## config.mk

```make
export PLATFORM = sky130hd
export DESIGN_NAME = mem_stage
export DESIGN_NICKNAME = d
export VERILOG_FILES = /design/src/rtl/mem_stage_pkg.sv /design/src/rtl/mem_align.sv /design/src/rtl/mem_stage.sv
export SDC_FILE = /design/constraint.sdc
export NUM_CORES = 1
export LEC_CHECK = 0
export ABC_CLOCK_PERIOD_IN_PS = 6000
export CAP_MARGIN = 25
export CORE_AREA = 3 3 120 122
export DETAILED_ROUTE_END_ITERATION = 10
export DIE_AREA = 0 0 123 125
export GPL_TIMING_DRIVEN = 0
export PLACE_DENSITY = 0.71
export SYNTH_ARGS = -nofsm -noshare
export SYNTH_HDL_FRONTEND = slang
export SYNTH_SLANG_ARGS = --single-unit
```

## constraint.sdc

```tcl
create_clock -name clk -period 6 [get_ports clk]
set_input_delay 1.2 -clock clk [delete_from_list [all_inputs] [get_ports clk]]
set_output_delay 1.2 -clock clk [all_outputs]
set_load 0.02 [all_outputs]
```

## src/rtl/mem_stage_pkg.sv

```systemverilog
// Shared definitions for the memory-access stage: control bit positions,
// access-size encodings, multiply function codes and the FSM state type.
package mem_stage_pkg;

  localparam int CTRL_MEM_READ  = 2;
  localparam int CTRL_MEM_WRITE = 3;
  localparam int CTRL_MEM_TO_REG = 4;
  localparam int CTRL_REG_WRITE = 5;

  localparam logic [0:1] SIZE_BYTE = 2'b00;
  localparam logic [0:1] SIZE_HALF = 2'b01;

  localparam logic [0:5] ALU_MUL  = 6'h0e;
  localparam logic [0:5] ALU_MULU = 6'h16;

  typedef enum logic {
    ST_IDLE = 1'b0,
    ST_WAIT = 1'b1
  } state_t;

  function automatic logic is_mult(input logic [0:5] func);
    return (func == ALU_MUL) || (func == ALU_MULU);
  endfunction

endpackage

```

## src/rtl/mem_align.sv

```systemverilog
// Combinational lane steering: store byte enables and replicated write data,
// load byte/half extraction with sign or zero extension, alignment check.
module mem_align
  import mem_stage_pkg::*;
(
  input  logic [0:1]  offset,
  input  logic [0:1]  size,
  input  logic        sign_ext,
  input  logic [0:31] store_data,
  input  logic [0:31] rdata,
  output logic [0:3]  be,
  output logic [0:31] wdata,
  output logic [0:31] load_val,
  output logic        misaligned
);

  logic [0:7]  byte_sel;
  logic [0:15] half_sel;

  always_comb begin
    case (offset)
      2'd0:    byte_sel = rdata[0:7];
      2'd1:    byte_sel = rdata[8:15];
      2'd2:    byte_sel = rdata[16:23];
      default: byte_sel = rdata[24:31];
    endcase
    half_sel = offset[0] ? rdata[16:31] : rdata[0:15];
  end

  // Reserved size 11 falls into the word branch.
  always_comb begin
    be         = 4'b0000;
    wdata      = store_data;
    load_val   = rdata;
    misaligned = 1'b0;
    case (size)
      SIZE_BYTE: begin
        be       = 4'b1000 >> offset;
        wdata    = {4{store_data[24:31]}};
        load_val = {{24{sign_ext & byte_sel[0]}}, byte_sel};
      end
      SIZE_HALF: begin
        misaligned = offset[1];
        be         = offset[0] ? 4'b0011 : 4'b1100;
        wdata      = {2{store_data[16:31]}};
        load_val   = {{16{sign_ext & half_sel[0]}}, half_sel};
      end
      default: begin
        misaligned = |offset;
        be         = 4'b1111;
        wdata      = store_data;
        load_val   = rdata;
      end
    endcase
  end

endmodule

```

## src/rtl/mem_stage.sv

```systemverilog
// Memory-access pipeline stage: data-memory handshake FSM, writeback value
// selection, forwarding taps and the MEM/WB pipeline register.
module mem_stage
  import mem_stage_pkg::*;
(
  input  logic        clk,
  input  logic        reset,
  input  logic [0:8]  ctrl,
  input  logic [0:5]  alu_ctrl,
  input  logic [0:31] alu_out,
  input  logic [0:31] mult_out,
  input  logic [0:31] write_data,
  input  logic [0:2]  dmem_info,
  input  logic [0:4]  write_reg,
  input  logic        fp_write,
  output logic [0:31] dmem_addr,
  output logic [0:31] dmem_wdata,
  output logic [0:3]  dmem_be,
  output logic        dmem_req,
  output logic        dmem_we,
  input  logic [0:31] dmem_rdata,
  input  logic        dmem_ready,
  output logic        mem_stall,
  output logic        mem_fault,
  output logic [0:4]  write_reg_mem,
  output logic [0:31] write_val_mem,
  output logic        reg_write_mem,
  output logic        fp_write_mem,
  output logic [0:8]  ctrl_wb,
  output logic [0:31] result_wb,
  output logic [0:4]  write_reg_wb,
  output logic        reg_write_wb,
  output logic        fp_write_wb,
  output logic        fsm_state
);

  // Handshake: dmem_req stays high from issue until the edge where
  // dmem_ready is sampled high; request inputs are held stable meanwhile.

  state_t      state, state_next;
  logic        mem_read, mem_write, mem_op, access, fault_now, req_raw;
  logic [0:3]  be;
  logic [0:31] wdata, load_val, nonload_val, result;
  logic        misaligned;

  assign mem_read  = ctrl[CTRL_MEM_READ];
  assign mem_write = ctrl[CTRL_MEM_WRITE];
  assign mem_op    = mem_read | mem_write;
  assign access    = mem_op & ~misaligned;
  assign fault_now = mem_op & misaligned;

  mem_align u_align (
    .offset     (alu_out[30:31]),
    .size       (dmem_info[1:2]),
    .sign_ext   (dmem_info[0]),
    .store_data (write_data),
    .rdata      (dmem_rdata),
    .be         (be),
    .wdata      (wdata),
    .load_val   (load_val),
    .misaligned (misaligned)
  );

  always_ff @(posedge clk or posedge reset) begin
    if (reset) state <= ST_IDLE;
    else       state <= state_next;
  end

  always_comb begin
    state_next = state;
    req_raw    = 1'b0;
    case (state)
      ST_IDLE: begin
        if (access) begin
          req_raw = 1'b1;
          if (!dmem_ready) state_next = ST_WAIT;
        end
      end
      ST_WAIT: begin
        req_raw = 1'b1;
        if (dmem_ready) state_next = ST_IDLE;
      end
      default: state_next = ST_IDLE;
    endcase
  end

  // Reset gates the request directly so an in-flight access drops at once.
  assign dmem_req   = req_raw & ~reset;
  assign dmem_we    = dmem_req & mem_write;
  assign dmem_be    = dmem_req ? be : 4'b0000;
  assign dmem_wdata = wdata;
  assign dmem_addr  = {alu_out[0:29], 2'b00};
  assign mem_stall  = dmem_req & ~dmem_ready;
  assign fsm_state  = state;

  assign nonload_val   = is_mult(alu_ctrl) ? mult_out : alu_out;
  assign result        = ctrl[CTRL_MEM_TO_REG] ? load_val : nonload_val;
  assign write_val_mem = nonload_val;
  assign reg_write_mem = ctrl[CTRL_REG_WRITE];
  assign write_reg_mem = write_reg;
  assign fp_write_mem  = fp_write;

  always_ff @(posedge clk or posedge reset) begin
    if (reset) begin
      ctrl_wb      <= '0;
      result_wb    <= '0;
      write_reg_wb <= '0;
      reg_write_wb <= 1'b0;
      fp_write_wb  <= 1'b0;
      mem_fault    <= 1'b0;
    end else begin
      mem_fault <= fault_now;
      if (mem_stall || fault_now) begin
        ctrl_wb      <= '0;
        result_wb    <= '0;
        write_reg_wb <= '0;
        reg_write_wb <= 1'b0;
        fp_write_wb  <= 1'b0;
      end else begin
        ctrl_wb      <= ctrl;
        result_wb    <= result;
        write_reg_wb <= write_reg;
        reg_write_wb <= ctrl[CTRL_REG_WRITE];
        fp_write_wb  <= fp_write;
      end
    end
  end

endmodule

```

==> summary.md <==
| Metric | Value |
|---|---|
| Average wire per standard cell | 18.8 µm |
| Unrepaired setup endpoints after global routing | false |
| Startpoint of the worst hold path | fsm_state |
| Critical path fanouts, max | 8 |
| Initial drt markers | 270 |
| Slew HR | 61.1% |
| Die ar. | 15400 µm² |
| Floorplan row count | 42 |
| Post-synthesis sequential area ratio | 32.8% |
| H-tree depth | 2 |
| CORE AREA | 13300 µm² |
| Synth unique cells | 43 |
| CTS Hold Bufs | 0 |
| N_diodes | 0 |
| Vias in the first global route | 4762 |
| Post-synth EDFFs | 0 |
| Main synth FF type | dfrtp_1 |
| Combinational group share of total power | 45.4% |
| Core Util, Final | 54.7% |
| Most used cell, CP | clkdlybuf4s50_1 |
| Non-Filler Instances | 916 |
| Cell area after layout | 7270 µm² |
| Pwr Total | 1290 µW |
| Final-report max-slew violation count | 0 |
| Post-CTS setup buffer count | 0 |
| Via count | 4523 |
| Min Tclk post-route | 4.93 ns |
| Most common cell after layout, fill and taps aside | clkdlybuf4s50_1 |
| Final Net Count | 894 |
| Part of the power in the clock network | 25.9% |
| Clock root buffer | clkbuf_16 |
| Fillers | 1202 |
| Switch share | 32.1% |
| DRC | 0 |
| LEAKAGE | 0.00308 µW |
| CP top delay family | buffers and inverters |
| Clk pin slew, worst setup/hold paths | 0.07 ns |
| Buffers & Inverters on Critical Path | 2 |
| Synth async-reset ratio | 100% |
| Worst Setup Start Kind | primary input |
| Remaining Overflow, GRT | 0 |
| Hold Fails Final Rpt | 0 |
| Peak VDD IR | 84.8 µV |
| Layout area overhead | 94.1% |
| Vias per Instance | 4.94 |
| Aggregate routed wire length | 17200 µm |
| First-pass GRT wire length | 25800 µm |
| Bufs on Longest Clock Path | 2 |
| Register area | 1230 µm² |
| Fmax | 203 MHz |
| Clock tree sinks | 49 |
| Max stage delay on crit path | 0.71 ns |
| Commonest cells after routing, fill and taps aside | clkdlybuf4s50_1, buf_4, dfrtp_1 |
| DR pass1 iterations | 4 |
| Crit path cell chain | clkdlybuf4s50_1, o21ai_1, a31o_2, nand2_1, a221oi_1, clkdlybuf4s50_1 |
| Reg power frac | 28.7% |
| Type of destination of the critical path | primary output |
| Max-Cap Viols | 0 |
| P_int | 877 µW |
| Worst Hold Class | flip-flop to flip-flop |
| Die width | 123 µm |
| Worst path slowest cell | clkdlybuf4s50_1 |
| IO buf count | 310 |
| Worst Setup Path Type | primary input to primary output |
| Period utilisation layout | 82.1% |
| Placed cells | 908 |
| Syn. warnings | 0 |
| GRT Total Usage | 21.3% |
| Clock latency on the worst-skew pair | 0.29 ns |
| Status | complete, no violations |
| Worst slew pin tran | 0.583 ns |
| Initial Util | 28.2% |
| Switch Pwr | 414 µW |
| Largest net degree at the start of global routing | 41 |
| Syn avg cell area | 8.91 µm² |
| Synthesized area | 3740 µm² |
| Post-DP HPWL | 14600 µm |
| Die height | 125 µm |
| DP Area | 7090 µm² |
| CTS tree | built |
| Initial antenna violation count | 0 |
| GPL Wtd Cong | 0.876 |
| Worst Setup SP | alu_out[31] |
| Worst Path Required | 4.80 ns |
| Remaining antenna violation count | 0 |
| #FFs+latches synth | 49 |
| Reg-to-Reg Start | fsm_state |
| Layout cells sized above 1 | 15.1% |
| CP arrival | 3.73 ns |
| Cells after synthesis | 420 |
| Post-CTS resize count | 0 |
| Count of final setup violators | 0 |
| CTS buffer count | 5 |
| Final Skew | 0.00751 ns |
| Power density over the cells | 178 nW/µm² |
| Ports | 315 |
| Area of the multi-input gates | 1990 µm² |
==> final timing paths <==
kind	to	slack (ns)	depth (start not counted)
worst min-delay path	fsm_state	0.57	2
worst max register to register	ctrl_wb[6]	4.49	4
max in group asynchronous	result_wb[29]	4.30	3
min in group asynchronous	write_reg_wb[0]	1.20	2
worst min register to register	fsm_state	0.57	2
worst max-delay path	dmem_be[0]	1.07	6
==> power by group through the flow <==
| stage | clock network, µW | logic, µW | registers (µW) |
|---|---|---|---|
| 6_report | 335 | 586 | 370 |
| 5_1_grt | 353 | 623 | 373 |
| 4_1_cts | 338 | 591 | 371 |
| 3_5_place_dp | 0 | 588 | 377 |
| 3_3_place_gp | 0 | 581 | 376 |
| 2_1_floorplan | 0 | 226 | 419 |
==> flip-flops by register name (all words and copies together), names as in the netlist <==
register,count
mem_fault,1
fp_write_wb,1
result_wb,32
fsm_state,1
ctrl_wb,9
write_reg_wb,5
==> area by class of cell <==
cell class,count,share of cell area (%)
timing repair buffer,311,43.0
multi-input combinational,285,27.4
sequential,49,16.9
buffer,83,7.11
tap,176,3.03
clock buffer,6,1.91
clock inverter,2,0.517
inverter,4,0.207
==> cells by family after synthesis <==
family	count (synthesis)	share of synthesized area (%)
other	1	0.100
buffers and inverters	87	14.2
multiplexers	50	14.7
AO/OA/AOI/OAI	129	24.1
flip-flops	49	32.8
AND/OR/NAND/NOR	102	13.5
XOR/XNOR	2	0.669
==> per-stage QoR <==
step / worst slack [ns] / TNS, ns / hold WS (ns)
finish: 1.07 / 0 / 0.570
global route: 0.977 / 0 / 0.598
CTS: 1.06 / 0 / 0.564
detailed placement: 1.07 / 0 / 0.553
global placement: -0.267 / -0.267 / 0.510
floorplan: 1.58 / 0 / 0.616
==> worst register-to-register path, delay by kind of cell (launching register included) <==
kind	cells	cell delay [ns]
buffers and inverters	1	0.32
DFF	1	0.41
and+or+nand+nor	1	0.18
AOI/OAI and AO/OA	2	0.53
==> cell usage after synthesis, types with 7 or more instances <==
cell,n,share of area [%]
a21oi_1,25,3.3
nand3_1,25,3.3
o221ai_1,7,1.6
nand2_1,36,3.6
a22o_1,8,1.9
clkbuf_1,13,1.3
mux2_2,23,6.9
buf_2,17,2.3
buf_4,49,9.8
o32ai_1,16,3.7
a21o_1,25,5.0
mux2i_1,24,6.4
and2_1,17,2.8
nor2_1,14,1.4
o21ai_0,26,3.5
dfrtp_1,49,33
==> routing by layer <==
layer	vias to the layer above	GRT usage, %	wire length [µm]
met4	0	4.63	310
met3	23	4.97	1500
li1	2115	-	-
met1	2156	25.1	6630
met2	229	38.9	8770
met5	-	0	0
Note: power is estimated with default switching activity, not from simulation.
